`src/rtl/router_pkg.sv`:
```
// Router-wide default sizing shared by the VC arbiters and the output-VC trackers.
package router_pkg;
  localparam int no_inport                   = 6;
  localparam int floorplusone_log2_no_inport = 3;
  localparam int no_vc                       = 13;
  localparam int floorplusone_log2_no_vc     = 4;
  localparam int buf_depth                   = 4;

  localparam int vc_idx_w = floorplusone_log2_no_vc;
  typedef logic [vc_idx_w-1:0] vc_idx_t;
endpackage

```
`src/rtl/out_vc_tracker_if.sv`:
```
// Bundle between the update/release arbiter, switch/credit logic and one output-port VC tracker.
interface out_vc_tracker_if #(
  parameter int no_inport               = router_pkg::no_inport,
  parameter int no_vc                   = router_pkg::no_vc,
  parameter int floorplusone_log2_no_vc = router_pkg::floorplusone_log2_no_vc
);
  logic                               update_en;
  logic [floorplusone_log2_no_vc-1:0] vc_no;
  logic [no_vc-1:0]                   allowed_vcs;
  logic [no_inport-1:0]               port_no_vec;
  logic                               release_en;
  logic [floorplusone_log2_no_vc-1:0] release_vc;
  logic                               flit_sent_en;
  logic [floorplusone_log2_no_vc-1:0] flit_sent_vc;
  logic [no_vc-1:0]                   credit_in;

  logic [no_vc-1:0]                   tags;
  logic                               grant_valid;
  logic [floorplusone_log2_no_vc-1:0] grant_outvc;
  logic [floorplusone_log2_no_vc-1:0] grant_invc;
  logic [no_inport-1:0]               grant_port_vec;
  logic [no_vc-1:0]                   credit_avail;
  logic                               err;

  modport master (
    output update_en, vc_no, allowed_vcs, port_no_vec,
           release_en, release_vc, flit_sent_en, flit_sent_vc, credit_in,
    input  tags, grant_valid, grant_outvc, grant_invc, grant_port_vec,
           credit_avail, err
  );

  modport slave (
    input  update_en, vc_no, allowed_vcs, port_no_vec,
           release_en, release_vc, flit_sent_en, flit_sent_vc, credit_in,
    output tags, grant_valid, grant_outvc, grant_invc, grant_port_vec,
           credit_avail, err
  );
endinterface

```
`src/rtl/vc_credit_counter.sv`:
```
// Saturating downstream-credit counter for one output VC; flags credit-protocol violations.
module vc_credit_counter import router_pkg::*; #(
  parameter int cnt_w = floorplusone_log2_no_inport,
  parameter int depth = buf_depth
) (
  input  logic clk,
  input  logic rs,
  input  logic inc,
  input  logic dec,
  output logic nonzero,
  output logic err
);
  logic [cnt_w-1:0] count_q;
  logic [cnt_w-1:0] count_d;
  logic             nonzero_q;

  // A simultaneous send and return cancel out, so neither saturation check applies.
  always_comb begin
    count_d = count_q;
    err     = 1'b0;
    if (inc && !dec) begin
      if (count_q == cnt_w'(depth)) err = 1'b1;
      else                          count_d = count_q + cnt_w'(1);
    end else if (dec && !inc) begin
      if (count_q == '0) err = 1'b1;
      else               count_d = count_q - cnt_w'(1);
    end
  end

  always_ff @(posedge clk) begin
    if (rs) begin
      count_q   <= cnt_w'(depth);
      nonzero_q <= 1'b1;
    end else begin
      count_q   <= count_d;
      nonzero_q <= (count_d != '0);
    end
  end

  assign nonzero = nonzero_q;
endmodule

```
`src/rtl/out_vc_tracker.sv`:
```
// Output-port VC tracker: busy tags, lowest-free-VC binding, tail release and per-VC credits.
module out_vc_tracker #(
  parameter int no_inport                   = router_pkg::no_inport,
  parameter int floorplusone_log2_no_inport = router_pkg::floorplusone_log2_no_inport,
  parameter int no_vc                       = router_pkg::no_vc,
  parameter int floorplusone_log2_no_vc     = router_pkg::floorplusone_log2_no_vc,
  parameter int buf_depth                   = router_pkg::buf_depth
) (
  input  logic           clk,
  input  logic           rs,
  out_vc_tracker_if.slave bus
);
  logic [no_vc-1:0]                   tags_q;
  logic [no_vc-1:0]                   tags_d;
  logic [no_vc-1:0]                   cand;
  logic [no_vc-1:0]                   grant_mask;
  logic [no_vc-1:0]                   release_mask;
  logic [no_vc-1:0]                   cnt_err;
  logic [no_vc-1:0]                   cnt_nz;
  logic [floorplusone_log2_no_vc-1:0] pick;
  logic [floorplusone_log2_no_vc-1:0] grant_outvc_q;
  logic [floorplusone_log2_no_vc-1:0] grant_invc_q;
  logic [no_inport-1:0]               grant_port_q;
  logic                               cand_any;
  logic                               do_grant;
  logic                               port_bad;
  logic                               release_in_range;
  logic                               proto_err;
  logic                               grant_valid_q;
  logic                               err_q;

  // Lowest-index free allowed VC; scanning downward lets the lowest set bit win.
  always_comb begin
    cand     = bus.allowed_vcs & ~tags_q;
    cand_any = |cand;
    pick     = '0;
    for (int i = no_vc - 1; i >= 0; i--) begin
      if (cand[i]) pick = floorplusone_log2_no_vc'(i);
    end
  end

  // Allocation reads pre-edge tags, so a VC being released this cycle is never picked.
  always_comb begin
    do_grant         = bus.update_en && cand_any;
    grant_mask       = do_grant ? (no_vc'(1) << pick) : '0;
    release_in_range = int'(bus.release_vc) < no_vc;
    release_mask     = (bus.release_en && release_in_range) ? (no_vc'(1) << bus.release_vc) : '0;
    port_bad         = (bus.port_no_vec == '0) ||
                       ((bus.port_no_vec & (bus.port_no_vec - no_inport'(1))) != '0);
    proto_err        = (bus.update_en && (!cand_any || port_bad)) ||
                       (bus.release_en && (!release_in_range || ((tags_q & release_mask) == '0))) ||
                       (|cnt_err);
    tags_d           = (tags_q & ~release_mask) | grant_mask;
  end

  always_ff @(posedge clk) begin
    if (rs) begin
      tags_q        <= '0;
      grant_valid_q <= 1'b0;
      grant_outvc_q <= '0;
      grant_invc_q  <= '0;
      grant_port_q  <= '0;
      err_q         <= 1'b0;
    end else begin
      tags_q        <= tags_d;
      grant_valid_q <= do_grant;
      err_q         <= err_q | proto_err;
      if (do_grant) begin
        grant_outvc_q <= pick;
        grant_invc_q  <= bus.vc_no;
        grant_port_q  <= bus.port_no_vec;
      end
    end
  end

  for (genvar g = 0; g < no_vc; g++) begin : g_credit
    vc_credit_counter #(
      .cnt_w (floorplusone_log2_no_inport),
      .depth (buf_depth)
    ) u_cnt (
      .clk     (clk),
      .rs      (rs),
      .inc     (bus.credit_in[g]),
      .dec     (bus.flit_sent_en && (int'(bus.flit_sent_vc) == g)),
      .nonzero (cnt_nz[g]),
      .err     (cnt_err[g])
    );
  end

  assign bus.tags           = tags_q;
  assign bus.grant_valid    = grant_valid_q;
  assign bus.grant_outvc    = grant_outvc_q;
  assign bus.grant_invc     = grant_invc_q;
  assign bus.grant_port_vec = grant_port_q;
  assign bus.credit_avail   = cnt_nz;
  assign bus.err            = err_q;
endmodule

```
`src/flat_wrapper.sv`:
```
// flat-port wrapper written by rule: the top's interface ports become plain ports
module out_vc_tracker_flat 
#(
  parameter int no_inport                   = router_pkg::no_inport,
  parameter int floorplusone_log2_no_inport = router_pkg::floorplusone_log2_no_inport,
  parameter int no_vc                       = router_pkg::no_vc,
  parameter int floorplusone_log2_no_vc     = router_pkg::floorplusone_log2_no_vc,
  parameter int buf_depth                   = router_pkg::buf_depth
)
  (clk, rs, bus_update_en, bus_vc_no, bus_allowed_vcs, bus_port_no_vec, bus_release_en, bus_release_vc, bus_flit_sent_en, bus_flit_sent_vc, bus_credit_in, bus_tags, bus_grant_valid, bus_grant_outvc, bus_grant_invc, bus_grant_port_vec, bus_credit_avail, bus_err);
  out_vc_tracker_if #(.no_inport(no_inport), .no_vc(no_vc), .floorplusone_log2_no_vc(floorplusone_log2_no_vc)) bus_i ();
  input  logic clk;
  input  logic rs;
  input wire logic [$bits(bus_i.update_en)-1:0] bus_update_en;
  input wire logic [$bits(bus_i.vc_no)-1:0] bus_vc_no;
  input wire logic [$bits(bus_i.allowed_vcs)-1:0] bus_allowed_vcs;
  input wire logic [$bits(bus_i.port_no_vec)-1:0] bus_port_no_vec;
  input wire logic [$bits(bus_i.release_en)-1:0] bus_release_en;
  input wire logic [$bits(bus_i.release_vc)-1:0] bus_release_vc;
  input wire logic [$bits(bus_i.flit_sent_en)-1:0] bus_flit_sent_en;
  input wire logic [$bits(bus_i.flit_sent_vc)-1:0] bus_flit_sent_vc;
  input wire logic [$bits(bus_i.credit_in)-1:0] bus_credit_in;
  output wire logic [$bits(bus_i.tags)-1:0] bus_tags;
  output wire logic [$bits(bus_i.grant_valid)-1:0] bus_grant_valid;
  output wire logic [$bits(bus_i.grant_outvc)-1:0] bus_grant_outvc;
  output wire logic [$bits(bus_i.grant_invc)-1:0] bus_grant_invc;
  output wire logic [$bits(bus_i.grant_port_vec)-1:0] bus_grant_port_vec;
  output wire logic [$bits(bus_i.credit_avail)-1:0] bus_credit_avail;
  output wire logic [$bits(bus_i.err)-1:0] bus_err;
  assign bus_i.update_en = bus_update_en;
  assign bus_i.vc_no = bus_vc_no;
  assign bus_i.allowed_vcs = bus_allowed_vcs;
  assign bus_i.port_no_vec = bus_port_no_vec;
  assign bus_i.release_en = bus_release_en;
  assign bus_i.release_vc = bus_release_vc;
  assign bus_i.flit_sent_en = bus_flit_sent_en;
  assign bus_i.flit_sent_vc = bus_flit_sent_vc;
  assign bus_i.credit_in = bus_credit_in;
  assign bus_tags = bus_i.tags;
  assign bus_grant_valid = bus_i.grant_valid;
  assign bus_grant_outvc = bus_i.grant_outvc;
  assign bus_grant_invc = bus_i.grant_invc;
  assign bus_grant_port_vec = bus_i.grant_port_vec;
  assign bus_credit_avail = bus_i.credit_avail;
  assign bus_err = bus_i.err;
  out_vc_tracker #(.no_inport(no_inport), .floorplusone_log2_no_inport(floorplusone_log2_no_inport), .no_vc(no_vc), .floorplusone_log2_no_vc(floorplusone_log2_no_vc), .buf_depth(buf_depth)) u_core (.clk(clk), .rs(rs), .bus(bus_i));
endmodule
```
`config.mk`:
```
export PLATFORM = sky130hd
export DESIGN_NAME = out_vc_tracker_flat
export DESIGN_NICKNAME = d
export VERILOG_FILES = /design/src/rtl/router_pkg.sv /design/src/rtl/out_vc_tracker_if.sv /design/src/rtl/vc_credit_counter.sv /design/src/rtl/out_vc_tracker.sv /design/src/flat_wrapper.sv
export SDC_FILE = /design/constraint.sdc
export NUM_CORES = 1
export LEC_CHECK = 0
export BUFFER_PORTS_ARGS = -buffer_cell sky130_fd_sc_hd__buf_2
export CAP_MARGIN = 20
export CORE_MARGIN = 2
export CORE_UTILIZATION = 28
export CTS_CLUSTER_SIZE = 28
export DETAILED_ROUTE_END_ITERATION = 16
export PLACE_DENSITY = 0.46
export SLEW_MARGIN = 0
export SYNTH_ARGS = -nofsm -noshare
export SYNTH_HDL_FRONTEND = slang
export SYNTH_SLANG_ARGS = --single-unit
export TNS_END_PERCENT = 5
```
`constraint.sdc`:
```
create_clock -name clk -period 3.9 [get_ports clk]
set_input_delay 0.78 -clock clk [delete_from_list [all_inputs] [get_ports clk]]
set_output_delay 0.78 -clock clk [all_outputs]
set_load 0.02 [all_outputs]
```
==> results of run 1 <==
critical path: stages:
cell	delay, ps
buf_2	170
nor2_4	200
nand4_4	220
and3_1	240
o21ai_0	290
o2111ai_1	250
nor4_1	370
a31oi_1	130
placed cells by master, fill, tap and decap left out, types with 3 or more instances in the layout:
| cell | n |
|---|---|
| nand2_2 | 3 |
| ha_1 | 39 |
| nor3_1 | 19 |
| mux2i_1 | 17 |
| nor2b_1 | 16 |
| and3_1 | 8 |
| xnor2_1 | 15 |
| nor2_1 | 85 |
| nor3b_1 | 3 |
| a21oi_1 | 55 |
| inv_1 | 50 |
| clkbuf_16 | 9 |
| nand2b_1 | 22 |
| nand2_1 | 59 |
| a31oi_1 | 15 |
| a41oi_1 | 3 |
| xor2_1 | 3 |
| a211oi_1 | 11 |
| o31ai_1 | 3 |
| or3b_1 | 6 |
| buf_2 | 90 |
| o21ai_0 | 39 |
| o211ai_1 | 4 |
| nand4_1 | 10 |
| nor4b_1 | 6 |
| nand3_1 | 25 |
| dfxtp_1 | 81 |
| o2111ai_1 | 3 |
| nand3b_1 | 10 |
| or3_1 | 4 |
| a32oi_1 | 3 |
| nor4_1 | 4 |
| a311oi_1 | 4 |
power by group:
part | leakage (nW) | internal [mW] | switching, mW
clock | 0.150 | 0.521 | 0.378
combinational | 1.78 | 0.238 | 0.349
sequential | 0.662 | 0.889 | 0.0483
cells in the mapped netlist, types with 4 or more instances:
cell type	instances
nand3_1	25
buf_4	16
or3b_1	6
nor3_1	19
o211ai_1	4
xnor2_1	15
mux2i_1	17
clkbuf_1	23
or3_1	4
nand3b_1	10
ha_1	39
nor4_1	4
nor2_1	85
a31oi_1	15
nor2b_1	16
dfxtp_1	81
nand2b_1	22
inv_1	50
nand2_1	59
a311oi_1	4
and3_1	8
o21ai_0	39
nand4_1	10
a21oi_1	55
nor4b_1	6
a211oi_1	11
worst min path at each step:
stage,slack (ps),depth (start not counted),endpoint,start
3_3_place_gp,440,2,u_core.bus.grant_outvc[2]$_SDFFE_PP0P_,u_core.bus.grant_outvc[2]$_SDFFE_PP0P_
6_report,460,2,u_core.bus.grant_outvc[2]$_SDFFE_PP0P_,u_core.bus.grant_outvc[2]$_SDFFE_PP0P_
3_5_place_dp,450,2,u_core.bus.grant_outvc[2]$_SDFFE_PP0P_,u_core.bus.grant_outvc[2]$_SDFFE_PP0P_
4_1_cts,470,2,u_core.bus.grant_outvc[2]$_SDFFE_PP0P_,u_core.bus.grant_outvc[2]$_SDFFE_PP0P_
5_1_grt,510,2,u_core.bus.grant_outvc[2]$_SDFFE_PP0P_,u_core.bus.grant_outvc[2]$_SDFFE_PP0P_
2_1_floorplan,510,3,u_core.g_credit[9].u_cnt.count_q[2]$_SDFF_PP1_,u_core.g_credit[9].u_cnt.count_q[2]$_SDFF_PP1_
through the flow:
step / cell area, um2 / util / setup WS, ps
after floorplan: 5480 / - / 1540
final: 6360 / 0.329 / 1450
after global routing: 6360 / 0.329 / 1240
after global placement: 6050 / 0.313 / 958
after detailed placement: 6050 / 0.313 / 975
after CTS: 6360 / 0.329 / 1350
area by class of cell:
type                       count  area share
clock buffer                  10      0.0376
clock inverter                 6      0.0114
inverter                      50      0.0295
multi-input combinational    541       0.541
sequential                    81       0.255
tap                          265      0.0521
timing repair buffer          92      0.0732
routing by layer:
metal,vias up,share of wire
met2,133,0.43
met1,2300,0.50
met3,10,0.061
met5,-,0
met4,0,0.011
li1,2621,-
flip-flops by register name, summed over array words and instances (netlist names):
name	flops
u_core.bus.grant_outvc	4
u_core.g_credit.u_cnt.nonzero	13
u_core.bus.err	1
u_core.g_credit.u_cnt.count_q	39
u_core.bus.grant_valid	1
u_core.bus.tags	13
u_core.bus.grant_port_vec	6
u_core.bus.grant_invc	4
cells by family after synthesis:
| kind of cell | after synthesis | synth area share |
|---|---|---|
| buffers and inverters | 92 | 0.0756 |
| and+or+nand+nor | 301 | 0.289 |
| DFF | 81 | 0.296 |
| AOI/OAI and AO/OA | 164 | 0.186 |
| xor gates and xnor gates | 18 | 0.0288 |
| muxes | 19 | 0.0352 |
| adders and majority gates | 39 | 0.0891 |
==> results.py, run 1 <==
metrics = {
    "setup_path": {
        "worstPathMaxFanout": 10,
        "worstSetupEndpoint": "u_core.bus.err$_SDFF_PP0_",
        "path_class": "in2reg",
        "rr_startpoint": "u_core.bus.tags[2]$_SDFF_PP0_",
        "worst_r2r_endpoint": "u_core.bus.grant_port_vec[1]$_SDFFE_PP0P_",
        "ff2ff_setup_slack_ps": 1550,
        "worstPathArrival_ps": 2650,
        "r2r_cells": 7,
        "startpoint_type": "primary input",
        "cp.required_ps": 4100,
        "end_kind": "flop",
        "crit_start": "bus_flit_sent_vc[1]",
    },
    "cts": {
        "postCtsSetupBuffers": 0,
        "numCtsBuffers": 9,
        "clkSinkCount": 81,
        "clockBufferDepth": 2,
        "cts_root_buf": "clkbuf_16",
        "clk_pin_slew_worst_paths_ps": 70,
        "cts_resized": 0,
        "worstSkewPairLatency_ps": 350,
        "cts_hold_buf": 0,
        "cts_tree": "done",
        "htreeDepth": 3,
    },
    "grt": {
        "grt_max_degree": 34,
        "antenna_found_initial": 0,
        "use_met2": 0.221,
        "grt_util_all_layers": 0.143,
        "met1_usage": 0.195,
        "grt_overflow": 0,
        "grt_pass1_wl_mm": 23.3,
        "grt_use_met3": 0.0383,
        "busiest_layer": "met2",
        "grt_pass1_vias": 4600,
    },
    "outcome": {
        "status": "finished clean",
    },
    "floorplan": {
        "initial_core_util": 0.283,
        "ios": 91,
        "core_area_um2": 19300,
        "row_count": 51,
        "die_y_um": 144,
        "fp.dieW_um": 144,
        "die_area_um2": 20700,
    },
    "final_layout": {
        "layout-drive-gt1-share": 0.160,
        "area.growth.synth_to_final_pct": 16.1,
        "layout.cells.non_filler": 1045,
        "multi_input_area_um2": 3440,
        "layout.nets": 863,
        "fillCellCount": 2091,
        "register_area_um2": 1620,
        "n_antenna_cell": 0,
    },
    "logic_synthesis": {
        "post-synth-top-area-cell": "dfxtp_1",
        "synthCells": 714,
        "syn_avg_cell_area_um2": 7.67,
        "synth_nets": 802,
        "synth_top_area_frac": 0.296,
        "ys_ff_latch": 81,
        "yosys.cell_types.count": 70,
        "synth_top_flop_cell": "dfxtp_1",
        "synth-edff-count": 0,
        "synth-seq-area-share": 0.296,
        "syn_area_um2": 5480,
        "ys.warnings.count": 0,
        "async_flop_share": 0,
        "synth_area_leaders": "dfxtp_1 (30%), ha_1 (8.9%), nor2_1 (5.8%)",
    },
    "drt": {
        "wl_per_cell_um": 13.9,
        "viasPerCell": 4.85,
        "detail_route.iter0.violations": 213,
        "drc_errors": 0,
        "wl_mm": 14.5,
        "firstDrtPassIters": 5,
        "vias": 5064,
        "ant_nets": 0,
    },
    "sta": {
        "fin_crit_ps": 2450,
        "holdWs_ps": 461,
        "clock.fmax_ghz": 0.408,
        "finalCritPeriodShare": 0.629,
        "setup_viol": 0,
        "tns_ps": 0,
        "slew_headroom": 0.531,
        "hold_violations": 0,
        "drv_slew": 0,
        "finalClockSkew_ps": 9.95,
        "rsz0062_at_grt": "false",
        "worst_pin_slew_ps": 702,
    },
    "pwr": {
        "p_leak_nw": 2.59,
        "ir_drop_v": 0.000215,
        "p_per_area_nw_per_um2": 381,
        "total_power_mw": 2.42,
    },
    "placement": {
        "io_buffer_count": 90,
        "place_inst": 1029,
        "hpwl_mm": 11.2,
        "gp_congestion": 0.844,
    },
    "job": {
        "drv_cap": 0,
    },
    "min_path": {
        "hold_class": "reg2reg",
    },
}
No activity file was read; power rests on OpenSTA's default activity.
==> run 2, diff against run 1 <==
--- a/config.mk
+++ b/config.mk
@@ -11,7 +11,7 @@
 export CORE_UTILIZATION = 28
 export CTS_CLUSTER_SIZE = 28
 export DETAILED_ROUTE_END_ITERATION = 16
-export PLACE_DENSITY = 0.46
+export PLACE_DENSITY = 0.48
 export SLEW_MARGIN = 0
 export SYNTH_ARGS = -nofsm -noshare
 export SYNTH_HDL_FRONTEND = slang
==> constraint.sdc (replaced) <==
create_clock -name clk -period 2 [get_ports clk]
set_input_delay 0.4 -clock clk [delete_from_list [all_inputs] [get_ports clk]]
set_output_delay 0.4 -clock clk [all_outputs]
set_load 0.02 [all_outputs]
==> run 2 against run 1 <==
Non-clock buffer count increased by 80. Worst setup slack worse by 1400 ps. Register-to-register slack worse by 1500 ps. Global-route usage increased by 0.42 points. Power grew 99%. Hold slack worse by 180 ps. Critical path type is now reg2reg. Largest cell class unchanged.
==> results.py, run 2 (synthesis gave the netlist of run 1 again) <==
metrics = {
    "cts": {
        "cts_tree": "done",
        "numCtsBuffers": 9,
        "cts_hold_buf": 0,
        "clockBufferDepth": 2,
        "clk_pin_slew_worst_paths_ps": 60,
        "worstSkewPairLatency_ps": 350,
        "cts_root_buf": "clkbuf_16",
        "clkSinkCount": 81,
        "htreeDepth": 3,
    },
    "final_layout": {
        "layout.nets": 943,
        "layout-drive-gt1-share": 0.247,
        "fillCellCount": 2058,
        "largest_register": "u_core.g_credit.u_cnt.count_q",
        "area.growth.synth_to_final_pct": 27.9,
        "final_cell_mix": "buf_2 (90), nor2_1 (85), buf_4 (80)",
        "fin_area_um2": 7010,
        "utilization": 0.362,
        "final_common_cell": "buf_2",
        "n_antenna_cell": 0,
        "layout.cells.non_filler": 1124,
        "largest_reg_flops": 39,
    },
    "min_path": {
        "hold_path_end": "u_core.bus.grant_invc[2]$_SDFFE_PP0P_",
        "worstHoldPathCells": 3,
        "hold_class": "in2reg",
        "hp-start": "bus_vc_no[2]",
    },
    "pwr": {
        "p_per_area_nw_per_um2": 690,
        "p_leak_nw": 2.99,
        "ir_drop_v": 0.000399,
    },
    "grt": {
        "grt_max_degree": 38,
        "grt_pass1_wl_mm": 24.1,
        "grt_pass1_vias": 4880,
        "grt_overflow": 0,
        "antenna_found_initial": 1,
        "grt_util_all_layers": 0.147,
    },
    "setup_path": {
        "startpoint_type": "flop",
        "rr_startpoint": "u_core.g_credit[6].u_cnt.count_q[0]$_SDFF_PP0_",
        "r2r_cells": 7,
        "worstPathMaxFanout": 2,
        "path_class": "reg2reg",
        "worst_r2r_endpoint": "u_core.g_credit[6].u_cnt.nonzero$_SDFF_PP1_",
        "end_kind": "flop",
        "ff2ff_setup_slack_ps": 90,
        "cp.required_ps": 2220,
        "worstPathArrival_ps": 2130,
    },
    "floorplan": {
        "initial_core_util": 0.283,
        "die_y_um": 144,
        "core_area_um2": 19300,
        "fp.dieW_um": 144,
        "ios": 91,
        "die_area_um2": 20700,
        "row_count": 51,
    },
    "outcome": {
        "status": "finished clean",
    },
    "drt": {
        "detail_route.iter0.violations": 198,
        "wl_per_cell_um": 13.4,
        "drc_errors": 0,
        "vias": 5307,
        "firstDrtPassIters": 4,
        "ant_nets": 0,
        "wl_mm": 15.1,
        "viasPerCell": 4.72,
    },
    "sta": {
        "clock.fmax_ghz": 0.524,
        "rsz0062_at_grt": "true",
        "slew_headroom": 0.728,
        "tns_ps": 0,
        "drv_slew": 0,
        "fin_crit_ps": 1910,
        "holdWs_ps": 278,
        "finalCritPeriodShare": 0.955,
        "finalClockSkew_ps": 8.37,
        "setup_viol": 0,
        "hold_violations": 0,
        "worst_pin_slew_ps": 408,
    },
    "placement": {
        "hpwl_mm": 11.7,
        "gp_congestion": 0.827,
        "placed_cell_area_um2": 6670,
        "place_inst": 1108,
        "io_buffer_count": 90,
    },
    "job": {
        "drv_cap": 0,
    },
}
[run 2: per-layer routing]
layer	vias to the layer above	global-route usage	wire length, um
met5	-	0	13
met4	2	0.0531	301
met3	22	0.0383	764
met2	121	0.236	6770
met1	2377	0.190	7210
li1	2785	-	-
[run 2: worst max-delay path by stage]
stage / from / to / cells after the start
2_1_floorplan: u_core.bus.tags[2]$_SDFF_PP0_ / u_core.bus.grant_invc[2]$_SDFFE_PP0P_ / 8
3_3_place_gp: bus_flit_sent_vc[3] / u_core.bus.err$_SDFF_PP0_ / 8
3_5_place_dp: bus_flit_sent_vc[3] / u_core.bus.err$_SDFF_PP0_ / 8
4_1_cts: u_core.g_credit[6].u_cnt.count_q[0]$_SDFF_PP0_ / u_core.g_credit[6].u_cnt.nonzero$_SDFF_PP1_ / 7
5_1_grt: u_core.bus.tags[11]$_SDFF_PP0_ / u_core.bus.tags[6]$_SDFF_PP0_ / 6
6_report: u_core.g_credit[6].u_cnt.count_q[0]$_SDFF_PP0_ / u_core.g_credit[6].u_cnt.nonzero$_SDFF_PP1_ / 7
[run 2: area by class of cell]
class                      count  area, um2  share of cell area
clock buffer                  13        260              0.0371
clock inverter                 2       37.5             0.00536
inverter                      50        188              0.0268
multi-input combinational    541       3470               0.495
sequential                    81       1630               0.232
tap                          265        332              0.0473
timing repair buffer         172       1090               0.156
[run 2: metrics by stage]
stage,worst slack (ps),power (mW)
final,91.0,4.83
after global routing,-8.35,5.15
after CTS,81.9,4.91
after detailed placement,-178,3.14
after global placement,-165,3.15
after floorplan,2.31,2.72
[run 2: report_power, final]
group | total, mW | switching, mW | internal (mW)
Sequential | 1.82 | 0.0808 | 1.74
Clock | 1.71 | 0.679 | 1.03
Combinational | 1.30 | 0.721 | 0.582
[run 2: timing repair]
item / 4_1_cts / 5_1_grt
resized for setup: 0 / 11
setup endpoints to repair: 0 / 5
setup buffers: 0 / 1
[run 2: worst max-delay path, cell delays in order (launching register included)]
cell	delay, ps
dfxtp_1	340
inv_1	70
ha_1	210
nor4b_1	140
a21oi_1	120
nor2_1	60
or4_4	510
or3b_1	350
==> run 3, diff against run 2 <==
--- a/config.mk
+++ b/config.mk
@@ -8,10 +8,10 @@
 export BUFFER_PORTS_ARGS = -buffer_cell sky130_fd_sc_hd__buf_2
 export CAP_MARGIN = 20
 export CORE_MARGIN = 2
-export CORE_UTILIZATION = 28
+export CORE_UTILIZATION = 43
 export CTS_CLUSTER_SIZE = 28
 export DETAILED_ROUTE_END_ITERATION = 16
-export PLACE_DENSITY = 0.48
+export PLACE_DENSITY = 0.67
 export SLEW_MARGIN = 0
 export SYNTH_ARGS = -nofsm -noshare
 export SYNTH_HDL_FRONTEND = slang
==> run 3 against run 2 <==
Critical path depth is the same. Via count grew 1.9%. Fmax grew 0.69%. Largest cell class unchanged.
==> results.py, run 3 (synthesis gave the netlist of run 1 again) <==
metrics = {
    "cts": {
        "cts_root_buf": "clkbuf_16",
        "clkSinkCount": 81,
        "clk_pin_slew_worst_paths_ps": 70,
        "htreeDepth": 3,
        "numCtsBuffers": 9,
        "clockBufferDepth": 2,
        "cts_hold_buf": 0,
        "cts_tree": "done",
        "worstSkewPairLatency_ps": 360,
    },
    "job": {
        "drv_cap": 0,
    },
    "setup_path": {
        "critPathTopFamily": "simple AND/OR/NAND/NOR gates",
        "worstPathArrival_ps": 2130,
        "critical_path_buf_inv_count": 1,
        "path_class": "reg2reg",
        "end_kind": "flop",
        "startpoint_type": "flop",
        "path_cells": "inv_1 -> ha_2 -> nor4b_1 -> a21oi_1 -> nor2_1 -> or4_4 -> or3b_1",
        "cp.required_ps": 2240,
        "worstPathMaxFanout": 3,
        "crit_path_max_incr_delay_ps": 500,
        "cp_slowest_cell": "or4_4",
    },
    "pwr": {
        "p_per_area_nw_per_um2": 707,
        "ir_drop_v": 0.000365,
        "total_power_mw": 4.80,
        "p_leak_nw": 2.91,
    },
    "floorplan": {
        "die_area_um2": 13700,
        "core_area_um2": 12500,
        "row_count": 41,
        "initial_core_util": 0.438,
        "fp.dieW_um": 117,
        "ios": 91,
        "die_y_um": 117,
    },
    "final_layout": {
        "largest_reg_flops": 39,
        "fin_area_um2": 6790,
        "largest_register": "u_core.g_credit.u_cnt.count_q",
        "layout.nets": 926,
        "n_antenna_cell": 0,
        "utilization": 0.542,
        "final_common_cell": "buf_2",
        "final_cell_mix": "buf_2 (90), nor2_1 (85), dfxtp_1 (73)",
        "area.growth.synth_to_final_pct": 23.9,
        "fillCellCount": 1194,
        "layout-drive-gt1-share": 0.248,
    },
    "min_path": {
        "hold_class": "in2reg",
    },
    "sta": {
        "slew_headroom": 0.743,
        "drv_slew": 0,
        "finalCritPeriodShare": 0.948,
        "fin_crit_ps": 1900,
        "finalClockSkew_ps": 9.43,
        "worst_pin_slew_ps": 382,
        "setup_viol": 0,
        "clock.fmax_ghz": 0.527,
        "holdWs_ps": 279,
        "rsz0062_at_grt": "false",
        "hold_violations": 0,
    },
    "grt": {
        "antenna_found_initial": 1,
        "grt_pass1_vias": 5074,
        "grt_overflow": 0,
        "grt_max_degree": 24,
        "busiest_layer": "met2",
        "grt_pass1_wl_mm": 23.0,
        "met1_usage": 0.263,
        "use_met2": 0.352,
        "grt_use_met3": 0.0597,
        "grt_util_all_layers": 0.212,
    },
    "drt": {
        "ant_nets": 0,
        "wl_per_cell_um": 14.1,
        "drc_errors": 0,
        "viasPerCell": 5.33,
        "vias": 5410,
        "firstDrtPassIters": 5,
        "detail_route.iter0.violations": 247,
        "wl_mm": 14.3,
    },
    "outcome": {
        "status": "finished clean",
    },
    "placement": {
        "placed_cell_area_um2": 6400,
        "hpwl_mm": 11.1,
        "gp_congestion": 0.916,
        "io_buffer_count": 90,
    },
}
[run 3: cell types whose count changed in the layout (fill, tap and decap cells not counted), moves of 3 or more]
cell / before / now
dfxtp_1: 77 / 73
inv_8: 0 / 3
buf_4: 80 / 64
ha_1: 37 / 33
[run 3: what timing repair did]
action | 4_1_cts | 5_1_grt
resized for setup | 2 | 26
endpoints found under the setup margin | 1 | 4
gates cloned | 0 | 0
setup buffers | 0 | 2
pin swaps | 0 | 8
[run 3: per-layer routing]
layer | part of all wire | wire length (um)
met5 | 0.00084 | 12
met2 | 0.47 | 6760
met1 | 0.44 | 6330
met3 | 0.064 | 919
met4 | 0.017 | 247
[run 3: power breakdown]
group	internal (mW)	total, mW	switching [mW]
clock network	0.881	1.66	0.774
registers	1.74	1.83	0.0888
logic	0.582	1.32	0.733
[run 3: path summary, 6_finish.rpt]
kind,to,slack [ps],cells past startpoint,from
max,u_core.g_credit[6].u_cnt.nonzero$_SDFF_PP1_,100,7,u_core.g_credit[6].u_cnt.count_q[0]$_SDFF_PP0_
min,u_core.bus.grant_invc[1]$_SDFFE_PP0P_,280,3,bus_vc_no[1]
max reg2reg,u_core.g_credit[6].u_cnt.nonzero$_SDFF_PP1_,100,7,u_core.g_credit[6].u_cnt.count_q[0]$_SDFF_PP0_
min reg2reg,u_core.bus.grant_outvc[2]$_SDFFE_PP0P_,470,2,u_core.bus.grant_outvc[2]$_SDFFE_PP0P_
[run 3: worst min-delay path: stages]
cell and delay, ps:
buf_2 80, mux2i_1 50, nor2_1 70
[run 3: stage by stage]
| stage | instances | TNS [ps] | setup slack [ps] |
|---|---|---|---|
| 5_1_grt | 1015 | 0 | 1.00 |
| 3_5_place_dp | 997 | -646 | -253 |
| 6_report | 1015 | 0 | 104 |
| 4_1_cts | 1013 | 0 | 0.833 |
| 2_1_floorplan | 714 | 0 | 2.31 |
| 3_3_place_gp | 997 | -218 | -120 |
[run 3: final cells by class]
class	count	area, um2	share of cell area
clock buffer	9	225	0.0332
multi-input combinational	541	3500	0.516
timing repair buffer	155	951	0.140
clock inverter	7	68.8	0.0101
tap	172	215	0.0317
sequential	81	1640	0.241
inverter	50	190	0.0280
